### src/rtl/rr_bus_sched_pkg.sv
// rr_bus_sched_pkg: shared types, widths and pointer helpers for the round-robin bus scheduler.
// Latency: n/a (declarations and pure functions only).
// Backpressure: n/a.
package rr_bus_sched_pkg;

  typedef enum logic {
    IDLE = 1'b0,
    OWN  = 1'b1
  } state_t;

  localparam int GRANT_W = 3;
  localparam int STAT_W  = 16;
  localparam int BEAT_W  = 4;
  localparam logic [31:0] INIT_VAL_DEF = 32'd42;

  // Advance a requester index by k positions, wrapping modulo nreq.
  function automatic logic [GRANT_W-1:0] ptr_add(input logic [GRANT_W-1:0] p, input int k,
                                                 input int nreq);
    int s;
    s = int'(p) + k;
    if (s >= nreq) s = s - nreq;
    return GRANT_W'(s);
  endfunction

  // Requester after p, wrapping at nreq-1 back to 0.
  function automatic logic [GRANT_W-1:0] next_ptr(input logic [GRANT_W-1:0] p, input int nreq);
    return ptr_add(p, 1, nreq);
  endfunction

endpackage

### src/rtl/rr_bus_sched_if.sv
// rr_bus_sched_if: producer-side valid/ready lanes plus the shared registered output bus.
// Latency: n/a (wiring only).
// Backpressure: consumer stalls through out_ready; producers are throttled through req_ready.
interface rr_bus_sched_if
  import rr_bus_sched_pkg::*;
#(
  parameter int NREQ  = 4,
  parameter int WIDTH = 32
) ();

  logic [NREQ-1:0]       req_valid;
  logic [NREQ*WIDTH-1:0] req_data;
  logic [NREQ-1:0]       req_ready;
  logic                  out_valid;
  logic [WIDTH-1:0]      out_data;
  logic                  out_ready;
  logic [GRANT_W-1:0]    grant_id;

  // Scheduler side.
  modport master (
    input  req_valid, req_data, out_ready,
    output req_ready, out_valid, out_data, grant_id
  );

  // Producers and consumer side.
  modport slave (
    output req_valid, req_data, out_ready,
    input  req_ready, out_valid, out_data, grant_id
  );

endinterface

### src/rtl/rr_bus_sched_pick.sv
// rr_pick: round-robin priority search, first valid requester at or after rr_ptr (mod NREQ).
// Latency: purely combinational.
// Backpressure: none; any_o low means nobody is asking.
module rr_pick
  import rr_bus_sched_pkg::*;
#(
  parameter int NREQ = 4
) (
  input  logic [NREQ-1:0]    req_valid_i,
  input  logic [GRANT_W-1:0] rr_ptr_i,
  output logic [GRANT_W-1:0] sel_o,
  output logic               any_o
);

  logic [2*NREQ-1:0] rot;

  // Rotate so bit k is requester rr_ptr+k, then scan downward so the nearest one wins.
  always_comb begin
    rot   = {req_valid_i, req_valid_i} >> rr_ptr_i;
    sel_o = rr_ptr_i;
    any_o = 1'b0;
    for (int k = NREQ - 1; k >= 0; k--) begin
      if (rot[k]) begin
        sel_o = ptr_add(rr_ptr_i, k, NREQ);
        any_o = 1'b1;
      end
    end
  end

endmodule

### src/rtl/rr_bus_sched.sv
// rr_bus_sched: shares one registered output bus among NREQ producers in round-robin bursts of up to BURST beats.
// Latency: a word accepted in cycle n is on out_data at edge n+1; 1 word/cycle while out_ready is high.
// Backpressure: output holds while out_valid && !out_ready; req_ready drops and the burst stalls in place.
// Optional per-requester saturating beat counters on grant_cnt when RR_BUS_SCHED_STATS_EN is defined.
module rr_bus_sched
  import rr_bus_sched_pkg::*;
#(
  parameter int NREQ  = 4,
  parameter int WIDTH = 32,
  parameter int BURST = 4,
  parameter logic [WIDTH-1:0] INIT_VAL = WIDTH'(INIT_VAL_DEF)
) (
  input  logic clk,
  input  logic rst,
`ifdef RR_BUS_SCHED_STATS_EN
  output logic [NREQ*STAT_W-1:0] grant_cnt,
`endif
  rr_bus_sched_if.master bus
);

  state_t             state_q;
  logic [GRANT_W-1:0] grant_id_q;
  logic [GRANT_W-1:0] rr_ptr_q;
  logic [BEAT_W-1:0]  beat_cnt_q;
  logic               out_valid_q;
  logic [WIDTH-1:0]   out_data_q = INIT_VAL;
  logic [WIDTH-1:0]   out_data_d;

  logic               acc;
  logic               owner_vld;
  logic               sel_vld;
  logic               xfer;
  logic [GRANT_W-1:0] sel;
  logic [GRANT_W-1:0] pick_sel;
  logic               pick_any;
  logic [NREQ-1:0]    ready_vec;

  rr_pick #(.NREQ(NREQ)) u_pick (
    .req_valid_i (bus.req_valid),
    .rr_ptr_i    (rr_ptr_q),
    .sel_o       (pick_sel),
    .any_o       (pick_any)
  );

  // Choose the source for this cycle and derive the one-hot accept and the data mux.
  always_comb begin
    acc       = !out_valid_q || bus.out_ready;
    owner_vld = 1'b0;
    for (int i = 0; i < NREQ; i++) begin
      if (GRANT_W'(i) == grant_id_q) owner_vld = bus.req_valid[i];
    end
    sel        = (state_q == IDLE) ? pick_sel : grant_id_q;
    sel_vld    = (state_q == IDLE) ? pick_any : owner_vld;
    xfer       = acc && sel_vld;
    ready_vec  = '0;
    out_data_d = out_data_q;
    for (int i = 0; i < NREQ; i++) begin
      if (GRANT_W'(i) == sel) begin
        ready_vec[i] = acc && ((state_q == OWN) || pick_any);
        if (xfer) out_data_d = bus.req_data[i*WIDTH +: WIDTH];
      end
    end
  end

  // Grant FSM plus output register: ownership, burst counting, rotation and the held output word.
  always_ff @(posedge clk or posedge rst) begin
    if (rst) begin
      state_q     <= IDLE;
      grant_id_q  <= '0;
      rr_ptr_q    <= '0;
      beat_cnt_q  <= '0;
      out_valid_q <= 1'b0;
      out_data_q  <= INIT_VAL;
    end else begin
      if (xfer) begin
        out_valid_q <= 1'b1;
        out_data_q  <= out_data_d;
      end else if (bus.out_ready) begin
        out_valid_q <= 1'b0;
      end

      case (state_q)
        IDLE: begin
          if (xfer) begin
            grant_id_q <= sel;
            if (BURST == 1) begin
              rr_ptr_q <= next_ptr(sel, NREQ);
            end else begin
              beat_cnt_q <= BEAT_W'(1);
              state_q    <= OWN;
            end
          end
        end
        OWN: begin
          // An owner that stops offering data gives up the bus at once, even under backpressure.
          if (!owner_vld) begin
            rr_ptr_q   <= next_ptr(grant_id_q, NREQ);
            beat_cnt_q <= '0;
            state_q    <= IDLE;
          end else if (xfer) begin
            if (beat_cnt_q == BEAT_W'(BURST - 1)) begin
              rr_ptr_q   <= next_ptr(grant_id_q, NREQ);
              beat_cnt_q <= '0;
              state_q    <= IDLE;
            end else begin
              beat_cnt_q <= beat_cnt_q + 1'b1;
            end
          end
        end
        default: state_q <= IDLE;
      endcase
    end
  end

  assign bus.req_ready = ready_vec;
  assign bus.out_valid = out_valid_q;
  assign bus.out_data  = out_data_q;
  assign bus.grant_id  = grant_id_q;

`ifdef RR_BUS_SCHED_STATS_EN
  logic [NREQ*STAT_W-1:0] grant_cnt_q;

  // Count accepted beats per requester, sticking at all-ones.
  always_ff @(posedge clk or posedge rst) begin
    if (rst) begin
      grant_cnt_q <= '0;
    end else begin
      for (int i = 0; i < NREQ; i++) begin
        if (bus.req_valid[i] && ready_vec[i] &&
            (grant_cnt_q[i*STAT_W +: STAT_W] != {STAT_W{1'b1}})) begin
          grant_cnt_q[i*STAT_W +: STAT_W] <= grant_cnt_q[i*STAT_W +: STAT_W] + 1'b1;
        end
      end
    end
  end

  assign grant_cnt = grant_cnt_q;
`endif

endmodule

### src/flat_wrapper.sv
// flat-port wrapper written by rule: the top's interface ports become plain ports
module rr_bus_sched_flat import rr_bus_sched_pkg::*;
#(
  parameter int NREQ  = 4,
  parameter int WIDTH = 32,
  parameter int BURST = 4,
  parameter logic [WIDTH-1:0] INIT_VAL = WIDTH'(INIT_VAL_DEF)
)
  (clk, rst, bus_req_valid, bus_req_data, bus_out_ready, bus_req_ready, bus_out_valid, bus_out_data, bus_grant_id);
  rr_bus_sched_if #(.NREQ(NREQ), .WIDTH(WIDTH)) bus_i ();
  input  logic clk;
  input  logic rst;
  input wire logic [$bits(bus_i.req_valid)-1:0] bus_req_valid;
  input wire logic [$bits(bus_i.req_data)-1:0] bus_req_data;
  input wire logic [$bits(bus_i.out_ready)-1:0] bus_out_ready;
  output wire logic [$bits(bus_i.req_ready)-1:0] bus_req_ready;
  output wire logic [$bits(bus_i.out_valid)-1:0] bus_out_valid;
  output wire logic [$bits(bus_i.out_data)-1:0] bus_out_data;
  output wire logic [$bits(bus_i.grant_id)-1:0] bus_grant_id;
  assign bus_i.req_valid = bus_req_valid;
  assign bus_i.req_data = bus_req_data;
  assign bus_i.out_ready = bus_out_ready;
  assign bus_req_ready = bus_i.req_ready;
  assign bus_out_valid = bus_i.out_valid;
  assign bus_out_data = bus_i.out_data;
  assign bus_grant_id = bus_i.grant_id;
  rr_bus_sched #(.NREQ(NREQ), .WIDTH(WIDTH), .BURST(BURST), .INIT_VAL(INIT_VAL)) u_core (.clk(clk), .rst(rst), .bus(bus_i));
endmodule
### config.mk
export PLATFORM = sky130hd
export DESIGN_NAME = rr_bus_sched_flat
export DESIGN_NICKNAME = d
export VERILOG_FILES = /design/src/rtl/rr_bus_sched_pkg.sv /design/src/rtl/rr_bus_sched_if.sv /design/src/rtl/rr_bus_sched_pick.sv /design/src/rtl/rr_bus_sched.sv /design/src/flat_wrapper.sv
export SDC_FILE = /design/constraint.sdc
export NUM_CORES = 1
export LEC_CHECK = 0
export CAP_MARGIN = 40
export CORE_MARGIN = 8
export CORE_UTILIZATION = 35
export CTS_CLUSTER_DIAMETER = 30
export DETAILED_ROUTE_END_ITERATION = 8
export GPL_ROUTABILITY_DRIVEN = 0
export HOLD_SLACK_MARGIN = 0.1
export PLACE_DENSITY = 0.78
export SKIP_LAST_GASP = 1
export SLEW_MARGIN = 20
export SYNTH_ARGS = -nofsm -noshare
export SYNTH_HDL_FRONTEND = slang
export SYNTH_SLANG_ARGS = --single-unit
### constraint.sdc
create_clock -name clk -period 2.48 [get_ports clk]
set_input_delay 0.372 -clock clk [delete_from_list [all_inputs] [get_ports clk]]
set_output_delay 0.372 -clock clk [all_outputs]
set_load 0.02 [all_outputs]
# After elaboration in Yosys (flattened, before gate mapping)
# Index checks and enable logic that the tools add are counted.
[totals]
out_inout_bits = 40
reg_bits = 44
wordCells = 89
[classes]
n_bitwise = 1
n_reduce_logical = 13
n_addsub = 10
n_lt_le_gt_ge = 5
shift = 1
eq_ne = 11
mux = 42
[ops]
columns = ["cell", "n"]
rows = [
  ["32-bit two-way mux", 4],
  ["3-bit two-way mux", 13],
  ["1-bit two-way mux", 19],
  ["4-bit by 3-bit greater-or-equal comparator with 1-bit output (second input constant)", 4],
  ["4-bit two-way mux", 4],
  ["3-bit subtractor (second input constant)", 5],
  ["2-bit by 3-bit == test with 1-bit output (first input constant)", 4],
  ["3-bit by 1-bit adder with 4-bit output (second input constant)", 2],
  ["3-bit by 2-bit adder with 4-bit output (second input constant)", 2],
  ["4-bit case mux with 2 select lines", 1],
  ["8-bit by 3-bit >> shifter with 4-bit output", 1],
  ["1-bit by 3-bit == test with 1-bit output (first input constant)", 2],
  ["3-bit logical NOT", 2],
  ["2-bit AND reduction", 3],
  ["4-bit by 1-bit adder with 4-bit output (second input constant)", 1],
  ["4-bit by 2-bit == test with 1-bit output (second input constant)", 1],
  ["2-bit inequality test (second input constant)", 2],
  ["4-bit nonzero test", 1],
  ["3-bit greater-or-equal comparator (second input constant)", 1],
  ["3-bit inequality test (second input constant)", 1],
  ["3-bit AND reduction", 1],
  ["1-bit logical AND", 2],
  ["1-bit logical OR", 2],
  ["2-bit by 1-bit inequality test with 1-bit output (second input constant)", 1],
  ["4 further kinds", 4],
]

# Logic depth before layout (Yosys ltp)
[logic_depth]
word_depth = 13
depth_mapped = 12

# Modules after synthesis
# A second synthesis with hierarchy kept.
[unflattened]
hier_cells = 351
hier_area_um2 = 3385.7
[by_module_without_submodules]
columns = ["module", "area_each_um2", "instances", "cells_per_inst"]
rows = [
  ["rr_bus_sched", 3012.9, 1, 302],
  ["rr_pick", 372.9, 1, 49],
]

# Worst setup path before layout
# OpenSTA, ideal clock, no wires.
[synth_path]
path_type = "register to register"
start = "register u_core.rr_ptr_q[0]"
end = "register u_core.out_data_q[10] (netlist: u_core.bus.out_data[10])"
path_stages_with_launch = 12
arrival_ps = 2593
path_slack_ps = -248
synth_period_minus_slack_ps = 2728
path_cell_list = "dfrtp_1 buf_6 mux2_4 o2bb2ai_2 o21bai_4 a31o_1 a211o_1 or4b_1 buf_2 buf_6 o22ai_2 o31ai_1"
[synth_between]
elab_chain_len = 12
[synth_rtl]
columns = ["item", "line_no", "source"]
rows = [
  ["start: declaration", "rr_bus_sched.sv:23", "logic [GRANT_W-1:0] rr_ptr_q;"],
  ["start signal: assignment", "rr_bus_sched.sv:87", "rr_ptr_q <= next_ptr(sel, NREQ);"],
  ["start signal: assignment", "rr_bus_sched.sv:97", "rr_ptr_q <= next_ptr(grant_id_q, NREQ);"],
  ["start signal: assignment", "rr_bus_sched.sv:102", "rr_ptr_q <= next_ptr(grant_id_q, NREQ);"],
  ["3-bit by 2-bit adder with 4-bit output", "rr_bus_sched_pkg.sv:20", "s = int'(p) + k;"],
  ["4-bit by 3-bit greater-or-equal comparator with 1-bit output or 3-bit subtractor (tied branches)", "rr_bus_sched_pkg.sv:21", "if (s >= nreq) s = s - nreq;"],
  ["3-bit two-way mux", "rr_bus_sched_pkg.sv:21", ""],
  ["3-bit two-way mux (4 in a row)", "rr_bus_sched_pick.sv:23", "if (rot[k]) begin"],
  ["3-bit two-way mux", "rr_bus_sched.sv:52", "sel = (state_q == IDLE) ? pick_sel : grant_id_q;"],
  ["1-bit by 3-bit == test with 1-bit output", "rr_bus_sched.sv:58", "if (GRANT_W'(i) == sel) begin"],
  ["32-bit two-way mux (3 in a row)", "rr_bus_sched.sv:58", ""],
  ["end signal: assignment", "rr_bus_sched.sv:77", "out_data_q <= out_data_d;"],
  ["end: declaration", "rr_bus_sched.sv:26", "logic [WIDTH-1:0] out_data_q = INIT_VAL;"],
]
# Several ways; a longest one is shown, not always the timed one.
# A chain may end at the register's enable or synchronous reset.

# Worst setup path in the final report
[layout_path]
start = "register u_core.rr_ptr_q[0]"
end = "register u_core.out_data_q[29] (netlist: u_core.bus.out_data[29])"
# The elaborated chain is that of the path after synthesis.

==> results.py <==
metrics = {
    "synth": {
        "ys_seq_elements": 44,
        "synth-simple-area-share_pct": 13.5,
        "mappedNetlistArea_um2": 3010,
        "synth_top_family_by_area": "compound AO/OA/AOI/OAI gates",
        "synth-compound-area-share_pct": 37.8,
        "synthMuxAreaShare_pct": 2.91,
        "synth.distinct_cells": 48,
        "yosys-top-cells-area": "dfrtp_1 34%, o22ai_2 12%, o31ai_1 8.0%",
        "synth_edf_count": 0,
        "synth_xor_area_share_pct": 0.291,
        "synth_top_area_share_pct": 34.0,
        "synth_area_leader_cell": "dfrtp_1",
        "synth_fa_ha_area_share_pct": 2.91,
        "ys.warnings.count": 0,
        "syn_inst": 328,
        "async_flop_share_pct": 100,
        "synth-seq-area-share_pct": 36.7,
        "syn_nets": 470,
        "ys.flop_type": "dfrtp_1",
        "avgSynthCellArea_um2": 9.19,
    },
    "setup_path": {
        "critical_path.max_fanout": 13,
        "cp-startpoint": "u_core.rr_ptr_q[0]$_DFFE_PP0P_",
        "worstSetupEndpointType": "flop",
        "startpoint_type": "flop",
        "r2r-end": "u_core.bus.out_data[29]$_DFFE_PP0P_",
        "reg2reg_depth": 10,
        "crit_arrival_ns": 3.13,
        "rr_startpoint": "u_core.rr_ptr_q[0]$_DFFE_PP0P_",
        "path_class": "reg -> reg",
        "worstPathRequired_ns": 2.66,
        "reg2reg_slack_ns": -0.48,
    },
    "clocking": {
        "cts.sinks": 44,
        "cts_buffers": 5,
        "cts_tree": "yes",
        "clkTransAtPathRegs_ns": 0.10,
        "cts_max_level": 2,
        "clockRootBuffer": "clkbuf_8",
        "clk_latency_ns": 0.30,
        "clk_path_buf_depth": 2,
    },
    "die": {
        "core_area_um2": 8550,
        "die_x_um": 109,
        "start_util_pct": 35.3,
        "die_height_um": 109,
        "fp-row-count": 34,
        "io_pins": 175,
        "die_area_um2": 11800,
    },
    "routing": {
        "wl_per_cell_um": 19.6,
        "via_per_inst": 5.38,
        "wirelength_um": 12700,
        "vias": 3494,
        "antenna_left": 0,
        "drt_iter0_markers": 158,
        "drc_errors": 0,
        "firstDrtPassIters": 4,
    },
    "layout": {
        "seq_area_um2": 1110,
        "multi_input_area_um2": 1940,
        "post-route-util_pct": 65.5,
        "area_delta_synth_final_pct": 85.7,
        "drive_above_1_share_pct": 26.0,
        "num_antenna_cells": 0,
        "nNetsFinal": 683,
        "nFillCells": 687,
    },
    "flow_run": {
        "drv_cap": 0,
    },
    "sta": {
        "fin_skew_ns": 0.00727,
        "tns_ns": -15.73,
        "worst-slew-pin-transition_ns": 0.375,
        "rsz0062_at_grt": "true",
        "slew_headroom_pct": 74.7,
        "finalSetupViolations": 38,
        "min_period_ns": 2.96,
        "slew_viol_final": 0,
        "timing.final.crit_share_pct": 119,
        "finalWorstSetupSlack_ns": -0.478,
        "finalHoldViolations": 0,
        "max_freq_mhz": 338,
    },
    "status": {
        "outcome": "complete, but fails checks",
        "violations": "negative setup slack",
    },
    "power": {
        "finalPower_mw": 8.49,
        "power_leakage_nw": 2.25,
        "ir_drop_uv": 821,
        "powerDensity_nw_per_um2": 1520,
    },
    "min_path": {
        "hp-class": "in -> async",
    },
    "grt": {
        "grt_max_degree": 33,
        "grt_overflow_total": 0,
        "antenna_found_initial": 0,
        "grt_pass1_wl_um": 18900,
        "grt.total_usage_pct": 19.9,
        "grt_pass1_vias": 3591,
    },
    "placement": {
        "dp_hpwl_um": 9640,
        "portBuffers": 174,
    },
}
-- stage by stage --
step | area [µm²] | setup slack (ns) | hold slack (ns) | std cells
6_report | 5600 | -0.478 | 0.343 | 650
5_1_grt | 5600 | -0.551 | 0.376 | 650
4_1_cts | 5430 | -0.412 | 0.356 | 647
3_5_place_dp | 5200 | -0.915 | 0.466 | 633
3_3_place_gp | 5200 | -0.943 | 0.461 | 633
2_1_floorplan | 3070 | -0.206 | 0.497 | 328
-- how the worst max path moves through the flow --
stage	slack, ns	endpoint
2_1_floorplan	-0.21	u_core.bus.out_data[10]$_DFFE_PP0P_
3_3_place_gp	-0.94	u_core.bus.out_data[29]$_DFFE_PP0P_
3_5_place_dp	-0.92	u_core.bus.out_data[29]$_DFFE_PP0P_
4_1_cts	-0.41	bus_req_ready[3]
5_1_grt	-0.55	bus_req_ready[1]
6_report	-0.48	u_core.bus.out_data[29]$_DFFE_PP0P_
-- worst max-delay path: stages, from the launching register on --
cell	delay [ns]
dfrtp_2	0.46
buf_6	0.13
mux2_4	0.32
o2bb2ai_4	0.14
o21bai_4	0.20
a31o_1	0.19
a211o_1	0.33
or4b_4	0.63
buf_12	0.20
o22ai_1	0.15
o31ai_1	0.09
-- flip-flops by register name, indices dropped and copies added, names as in the netlist --
signal / flops
u_core.beat_cnt_q: 4
u_core.bus.grant_id: 3
u_core.bus.out_data: 32
u_core.bus.out_valid: 1
u_core.rr_ptr_q: 3
u_core.state_q: 1
-- layout by cell type, fill, tap and decap left out, drive strengths merged, types with 4 or more instances in the layout --
cell / synthesis / final
clkbuf: 12 / 6
ha: 7 / 7
o22ai: 65 / 65
o31ai: 32 / 32
a21oi: 11 / 11
inv: 11 / 11
dfrtp: 41 / 41
nand2: 47 / 47
nor2b: 7 / 7
o21ai: 15 / 15
mux2i: 5 / 5
clkdlybuf4s50: 0 / 166
buf: 14 / 61
dlygate4sd2: 0 / 4
nor2: 14 / 14
-- cell families (layout without fill, tap and decap cells) --
| logic type | after synthesis | after routing |
|---|---|---|
| AO/OA/AOI/OAI | 142 | 142 |
| XOR/XNOR | 1 | 1 |
| adder cells (fa/ha/maj) | 7 | 7 |
| buffers and inverters | 37 | 251 |
| flip-flops | 44 | 44 |
| multiplexers | 8 | 8 |
| AND/OR/NAND/NOR | 89 | 89 |
-- report_power, final --
group | switching, mW | internal [mW] | total (mW)
registers | 0.239 | 1.11 | 1.35
logic | 3.45 | 3.13 | 6.58
clock network | 0.266 | 0.299 | 0.565
total | 3.95 | 4.54 | 8.49
-- repair_timing --
action	4_1_cts	5_1_grt
hold buffers	0	0
endpoints found under the setup margin	42	41
pin swaps	4	1
resized for setup	47	24
gates cloned	0	2
setup buffers	6	1
-- cell type report --
cell class / count / area share [%]
Sequential cell: 44 / 19.8
Clock buffer: 5 / 1.23
Tap cell: 108 / 2.41
Clock inverter: 3 / 0.760
Multi-Input combinational cell: 247 / 34.7
Timing Repair Buffer: 232 / 40.3
Inverter: 11 / 0.738
-- routing by layer --
metal  global-route usage, %  wire length [µm]  share of wire, %
met1                    22.5              5040                40
met3                    4.91              1020               8.0
met4                    5.08               184               1.4
met5                       0                 0                 0
met2                    36.4              6500                51
-- synth_stat cells, types with 3 or more instances --
master / instances
a21oi_1: 11
buf_2: 8
buf_6: 4
clkbuf_1: 12
dfrtp_1: 41
dfstp_2: 3
ha_1: 7
inv_1: 11
mux2i_1: 5
nand2_1: 47
nand3_1: 3
nor2_1: 14
nor2b_1: 7
nor3_1: 3
o21ai_0: 13
o22ai_1: 35
o22ai_2: 30
o31ai_1: 32
No activity file was read; power rests on OpenSTA's default activity.
